File: src/rtl/elevator_pkg.sv
// Shared types and default timing for the single-car elevator call scheduler.
// Imported by the input conditioner and the scheduler top.
package elevator_pkg;

   typedef enum logic [1:0] {
      IDLE      = 2'd0,
      MOVE_UP   = 2'd1,
      MOVE_DOWN = 2'd2,
      DOOR      = 2'd3
   } car_state_t;

   localparam int DEF_NUM_FLOORS    = 4;
   localparam int DEF_TRAVEL_CYCLES = 8;
   localparam int DEF_DOOR_CYCLES   = 4;

   function automatic int max_int(input int a, input int b);
      return (a > b) ? a : b;
   endfunction

endpackage

File: src/rtl/call_input_conditioner.sv
// Two-flop synchronizer plus a third flop for rising-edge detection of one call button.
// A button held through reset is seen as a fresh press once reset releases.
module call_input_conditioner
   import elevator_pkg::*;
(
   input  logic clock,
   input  logic reset,
   input  logic btn,
   output logic rise
);

   logic s1_q, s1_d;
   logic s2_q, s2_d;
   logic s3_q, s3_d;

   always_comb begin
      s1_d = btn;
      s2_d = s1_q;
      s3_d = s2_q;
   end

   always_ff @(posedge clock) begin
      if (reset) begin
         s1_q <= 1'b0;
         s2_q <= 1'b0;
         s3_q <= 1'b0;
      end else begin
         s1_q <= s1_d;
         s2_q <= s2_d;
         s3_q <= s3_d;
      end
   end

   assign rise = s2_q & ~s3_q;

endmodule

File: src/rtl/elevator_call_scheduler.sv
// Single-car SCAN scheduler: latches conditioned floor calls as pending requests and
// drives car position, motion, direction and door state from one shared timer.
module elevator_call_scheduler
   import elevator_pkg::*;
#(
   parameter int NUM_FLOORS    = DEF_NUM_FLOORS,
   parameter int FLOOR_W       = $clog2(NUM_FLOORS),
   parameter int TRAVEL_CYCLES = DEF_TRAVEL_CYCLES,
   parameter int DOOR_CYCLES   = DEF_DOOR_CYCLES
)
(
   input  logic                  clock,
   input  logic                  reset,
   input  logic [NUM_FLOORS-1:0] call_btn,
   output logic [FLOOR_W-1:0]    cur_floor,
   output logic                  moving,
   output logic                  dir_up,
   output logic                  door_open,
   output logic                  arrive,
   output logic [NUM_FLOORS-1:0] pending
);

   localparam int TIMER_W = $clog2(max_int(TRAVEL_CYCLES, DOOR_CYCLES) + 1);
   localparam logic [TIMER_W-1:0] TRAVEL_LAST = TIMER_W'(TRAVEL_CYCLES - 1);
   localparam logic [TIMER_W-1:0] DOOR_LAST   = TIMER_W'(DOOR_CYCLES - 1);
   localparam logic [FLOOR_W-1:0] TOP_FLOOR   = FLOOR_W'(NUM_FLOORS - 1);

   car_state_t              state_q, state_d;
   logic [FLOOR_W-1:0]      cur_floor_q, cur_floor_d;
   logic                    dir_up_q, dir_up_d;
   logic [TIMER_W-1:0]      timer_q, timer_d;
   logic                    arrive_q, arrive_d;
   logic [NUM_FLOORS-1:0]   pending_q, pending_d;

   logic [NUM_FLOORS-1:0]   rise;
   logic [NUM_FLOORS-1:0]   above, below;
   logic [NUM_FLOORS-1:0]   cur_onehot, up_onehot, dn_onehot, arr_onehot;
   logic [NUM_FLOORS-1:0]   clr, latch_mask;
   logic                    ahead_any, behind_any;

   for (genvar f = 0; f < NUM_FLOORS; f++) begin : g_cond
      call_input_conditioner u_cond (
         .clock (clock),
         .reset (reset),
         .btn   (call_btn[f]),
         .rise  (rise[f])
      );
   end

   // Requests split by position relative to the car, plus one-hot floor selects.
   always_comb begin
      above      = '0;
      below      = '0;
      cur_onehot = '0;
      up_onehot  = '0;
      dn_onehot  = '0;
      for (int f = 0; f < NUM_FLOORS; f++) begin
         above[f]      = (f > int'(cur_floor_q)) && pending_q[f];
         below[f]      = (f < int'(cur_floor_q)) && pending_q[f];
         cur_onehot[f] = (f == int'(cur_floor_q));
         up_onehot[f]  = (f == int'(cur_floor_q) + 1);
         dn_onehot[f]  = (f == int'(cur_floor_q) - 1);
      end
      ahead_any  = dir_up_q ? |above : |below;
      behind_any = dir_up_q ? |below : |above;
   end

   always_comb begin
      state_d     = state_q;
      cur_floor_d = cur_floor_q;
      dir_up_d    = dir_up_q;
      timer_d     = timer_q;
      arrive_d    = 1'b0;
      arr_onehot  = '0;
      clr         = '0;
      latch_mask  = rise;

      case (state_q)
         IDLE: begin
            timer_d = '0;
            if (|(pending_q & cur_onehot)) begin
               state_d = DOOR;
               clr     = cur_onehot;
            end else if (ahead_any) begin
               state_d = dir_up_q ? MOVE_UP : MOVE_DOWN;
            end else if (behind_any) begin
               dir_up_d = ~dir_up_q;
               state_d  = dir_up_q ? MOVE_DOWN : MOVE_UP;
            end
         end
         MOVE_UP, MOVE_DOWN: begin
            if (timer_q == TRAVEL_LAST) begin
               timer_d  = '0;
               arrive_d = 1'b1;
               if (state_q == MOVE_UP) begin
                  cur_floor_d = cur_floor_q + 1'b1;
                  arr_onehot  = up_onehot;
               end else begin
                  cur_floor_d = cur_floor_q - 1'b1;
                  arr_onehot  = dn_onehot;
               end
               // Stop only where a request waits; otherwise keep sweeping.
               if (|(pending_q & arr_onehot)) begin
                  state_d = DOOR;
                  clr     = arr_onehot;
               end
            end else begin
               timer_d = timer_q + 1'b1;
            end
         end
         DOOR: begin
            // A press for the open floor holds the door rather than queueing a request.
            latch_mask = rise & ~cur_onehot;
            if (|(rise & cur_onehot)) begin
               timer_d = '0;
            end else if (timer_q == DOOR_LAST) begin
               timer_d = '0;
               state_d = IDLE;
            end else begin
               timer_d = timer_q + 1'b1;
            end
         end
         default: state_d = IDLE;
      endcase

      pending_d = (pending_q | latch_mask) & ~clr;
   end

   always_ff @(posedge clock) begin
      if (reset) begin
         state_q     <= IDLE;
         cur_floor_q <= '0;
         dir_up_q    <= 1'b1;
         timer_q     <= '0;
         arrive_q    <= 1'b0;
         pending_q   <= '0;
      end else begin
         state_q     <= state_d;
         cur_floor_q <= cur_floor_d;
         dir_up_q    <= dir_up_d;
         timer_q     <= timer_d;
         arrive_q    <= arrive_d;
         pending_q   <= pending_d;
      end
   end

   assign cur_floor = cur_floor_q;
   assign moving    = (state_q == MOVE_UP) || (state_q == MOVE_DOWN);
   assign dir_up    = dir_up_q;
   assign door_open = (state_q == DOOR);
   assign arrive    = arrive_q;
   assign pending   = pending_q;

   // The car must never leave the shaft.
   assert property (@(posedge clock) disable iff (reset) cur_floor_q <= TOP_FLOOR);
   assert property (@(posedge clock) disable iff (reset) !(state_q == MOVE_UP && cur_floor_q == TOP_FLOOR));
   assert property (@(posedge clock) disable iff (reset) !(state_q == MOVE_DOWN && cur_floor_q == '0));

endmodule

File: config.mk
export PLATFORM = sky130hd
export DESIGN_NAME = elevator_call_scheduler
export DESIGN_NICKNAME = d
export VERILOG_FILES = /design/src/rtl/elevator_pkg.sv /design/src/rtl/call_input_conditioner.sv /design/src/rtl/elevator_call_scheduler.sv
export SDC_FILE = /design/constraint.sdc
export NUM_CORES = 1
export LEC_CHECK = 0
export ABC_CLOCK_PERIOD_IN_PS = 2800
export CORE_MARGIN = 3
export CORE_UTILIZATION = 55
export CTS_CLUSTER_DIAMETER = 120
export DETAILED_ROUTE_END_ITERATION = 16
export PLACE_DENSITY = 0.75
export SYNTH_ARGS = -nofsm -noshare
export SYNTH_HDL_FRONTEND = slang
export SYNTH_SLANG_ARGS = --single-unit
File: constraint.sdc
create_clock -name clock -period 2.8 [get_ports clock]
set_input_delay 0.56 -clock clock [delete_from_list [all_inputs] [get_ports clock]]
set_output_delay 0.56 -clock clock [all_outputs]
set_load 0.005 [all_outputs]
==> run_results.csv <==
group,metric,value,unit
status,outcome,"completed",
yosys,synth_area,0.001490,mm2
floorplanning,start_util,59.08,%
finish,layout-drive-gt1-share,9.551,%
clock_network,clockRootBuffer,"clkbuf_4",
grt,grt-ovfl-total,0,
yosys,synth_nets,182,
power_and_ir_drop,leakage,0.6358,nW
sta,final_hold_viol_count,0,
clock_network,clkSinkCount,26,
sta,setup_tns,0,ns
sta,fin_crit_sh,86.37,%
worst_setup_path,path_cells,"inv_1, ha_1, nand3b_1, nand4_2, o41a_1, a2111oi_4, mux2i_1",
yosys,ys_types,42,
yosys,synth-warning-count,0,
clock_network,cts.htree.levels,1,
min_path,hold_path.class,"register to register",
grt,track_usage,19.92,%
floorplanning,fp-row-count,18,
drt,routedWlPerCell,14.62,um
yosys,syn_area_per_cell,9.199,um2
drt,vias_per_cell,5.702,
floorplanning,die-area,0.003370,mm2
placement,numPortBuffers,15,
sta,slew_headroom,64.63,%
power_and_ir_drop,p_seq_share,42.5,%
worst_setup_path,crit_type,"register to register",
run,max_cap_viol_count,0,
drt,vias,1186,
placement,gp_congestion,0.8741,
sta,finalMaxSlewViolations,0,
sta,setup-violations-final,0,
worst_setup_path,required,3.07,ns
grt,grt_pass1_wl,5.244,mm
power_and_ir_drop,power_density,570.6,mW/mm2
grt,grt_pass1_vias,1137,
worst_setup_path,arrival,2.69,ns
clock_network,cts_buffer_depth,2,
drt,drt-initial-drc-count,60,
floorplanning,die_h,58.05,um
placement,hpwl,2.255,mm
sta,tightest_slew,0.5294,ns
grt,antenna_found_initial,0,
sta,fmax,0.4135,GHz
sta,layout_min_cycle_time,2.418,ns
clock_network,insertion_delay,0.33,ns
yosys,ys_seq_area_share,34.93,%
finish,nets,199,
finish,utilization,67.96,%
power_and_ir_drop,comb_power_share,30.6,%
finish,antenna_cells,0,
worst_setup_path,cp-start-kind,"register",
clock_network,cts_tree,"yes",
worst_setup_path,end_kind,"register",
worst_setup_path,worstPathMaxFanout,10,
power_and_ir_drop,clock_power_share,26.9,%
finish,area_growth,15.03,%
clock_network,cts_hold_buf,0,
grt,grt_max_degree,18,
power_and_ir_drop,swShare,30.46,%
sta,rsz0062_at_grt,"no",
clock_network,cts_buffers,3,
floorplanning,fp.coreArea,0.002522,mm2
power_and_ir_drop,p_switching,0.2980,mW
drt,drc_errors,0,
power_and_ir_drop,internal_power,0.6801,mW
floorplanning,die_w,58.05,um
clock_network,path_clk_slew,0.15,ns
worst_setup_path,cpMaxStageDelayCell,"dfxtp_1",
drt,ant_nets,0,
drt,wl,3.040,mm
power_and_ir_drop,power.total,0.9781,mW
floorplanning,num_io_pins,16,
drt,dr.pass1.iters,4,
clock_network,cts_resized,0,
yosys,synthCells,162,
sta,clock_skew,0.003008,ns
power_and_ir_drop,peakVddDrop,0.5922,mV
worst_setup_path,cpPeakStageDelay,0.49,ns
clock_network,cts_setup_buffers,0,
yosys,ys_ff_latch,26,
cells by family after synthesis:
family                   Yosys count  share of synthesized area [%]
AO/OA/AOI/OAI                     34                          17.88
AND/OR/NAND/NOR                   63                          25.11
multiplexers                       5                          3.359
flip-flops                        26                          34.93
adder cells (fa/ha/maj)           14                          11.75
XOR/XNOR                           4                          2.351
buffers and inverters             16                          4.618
final timing paths:
check / from / to / slack [ns] / cells past startpoint
worst max-delay path: cur_floor[0] / state_q[1] / 0.38 / 7
worst min-delay path: g_cond[3].u_cond.s1_q / g_cond[3].u_cond.s2_q / 0.46 / 1
worst max register to register: cur_floor[0] / state_q[1] / 0.38 / 7
worst min register to register: g_cond[3].u_cond.s1_q / g_cond[3].u_cond.s2_q / 0.46 / 1
worst max-delay path, delay by kind of cell, from the launching register on:
kind,cells,cell delay (ns)
muxes,1,0.22
DFF,1,0.49
adders and majority gates,1,0.37
AOI/OAI and AO/OA,2,0.79
buffers and inverters,1,0.19
and+or+nand+nor,2,0.30
synth_stat cells:
master      n  area share (%)
or3_4       2             1.5
o221ai_1    1            0.59
a21oi_1     5             1.7
a221oi_1    2             1.2
nor2b_1    13             5.5
nand2_2     1            0.42
clkbuf_1    2            0.50
nand3_1     3             1.0
a21oi_2     3             1.8
a211oi_1    2             1.0
nor4_2      1            0.84
a2111oi_4   1             1.8
nand2b_2    1            0.59
dfxtp_1    26              35
nand4_2     1            0.84
o41a_1      1            0.76
a311o_1     1            0.67
and2_1      2            0.84
buf_2       1            0.34
o211a_1     1            0.67
nand2_1     9             2.3
nor2b_2     1            0.59
or2_1       1            0.42
nor2_1     13             3.3
a21o_2      1            0.59
mux2i_1     5             3.4
nand2b_1    2            0.84
a22oi_1     3             1.5
nand3b_1    8             4.0
o21a_1      3             1.5
a31oi_1     3             1.3
buf_6       1            0.76
a221o_1     1            0.67
o21ai_1     2            0.67
o31ai_1     1            0.50
nor3b_1     3             1.5
xnor2_1     2             1.2
xor2_1      2             1.2
ha_1       14              12
inv_1      12             3.0
nor3_1      2            0.67
o21ai_0     3             1.0
per-layer routing:
metal,part of all wire (%),GRT usage (%),vias up
met2,48,31.94,27
met4,1.3,7.285,0
met3,4.0,3.341,5
li1,-,-,596
met5,0,0,-
met1,46,26.85,558
placed cells by master, fill, tap and decap left out, types with 2 or more instances in the layout:
cell and count:
inv_1 12, a21oi_1 5, nor2b_1 13, a31oi_1 3
a221oi_1 2, nand3b_1 8, clkdlybuf4s50_1 15, nand2_1 9
o21ai_0 3, a21oi_2 3, nand3_1 3, o21a_1 3
dfxtp_1 26, nor3b_1 3, mux2i_1 5, clkbuf_4 3
a211oi_1 2, nor2_1 13, or3_4 2, xnor2_1 2
xor2_1 2, a22oi_1 3, nand2b_1 2, ha_1 14
and2_1 2, nor3_1 2, o21ai_1 2
power groups by stage:
| stage | registers [mW] | clock network (mW) | logic, mW |
|---|---|---|---|
| 2_1_floorplan | 0.417 | 0 | 0.228 |
| 3_3_place_gp | 0.421 | 0 | 0.288 |
| 3_5_place_dp | 0.423 | 0 | 0.296 |
| 4_1_cts | 0.415 | 0.266 | 0.300 |
| 5_1_grt | 0.418 | 0.277 | 0.332 |
| 6_report | 0.415 | 0.264 | 0.299 |
area by class of cell:
class	instances	area, um2
inverters	12	45.04
repair buffers	16	157.7
clock buffers	3	22.52
multi-input cells	120	900.9
well taps	30	37.54
clock inverters	1	30.03
fillers	207	808.3
flip-flops and latches	26	520.5
stage by stage:
step                      cell area [um2]  hold WS, ns  setup slack (ns)  std cells
after CTS                            1714       0.4593            0.3924        208
after detailed placement             1662       0.4305            0.4478        204
final                                1714       0.4581            0.3816        208
after floorplan                      1490       0.4138            0.5742        162
after global placement               1662       0.4189            0.5294        204
after global routing                 1714       0.4702            0.1962        208
sequential cells by signal, summed over array words and instances (netlist names):
name                flops
state_q                 2
dir_up                  1
g_cond.u_cond.s1_q      4
g_cond.u_cond.s2_q      4
arrive                  1
g_cond.u_cond.s3_q      4
cur_floor               2
timer_q                 4
pending                 4
(Power assumes the default switching activity.)
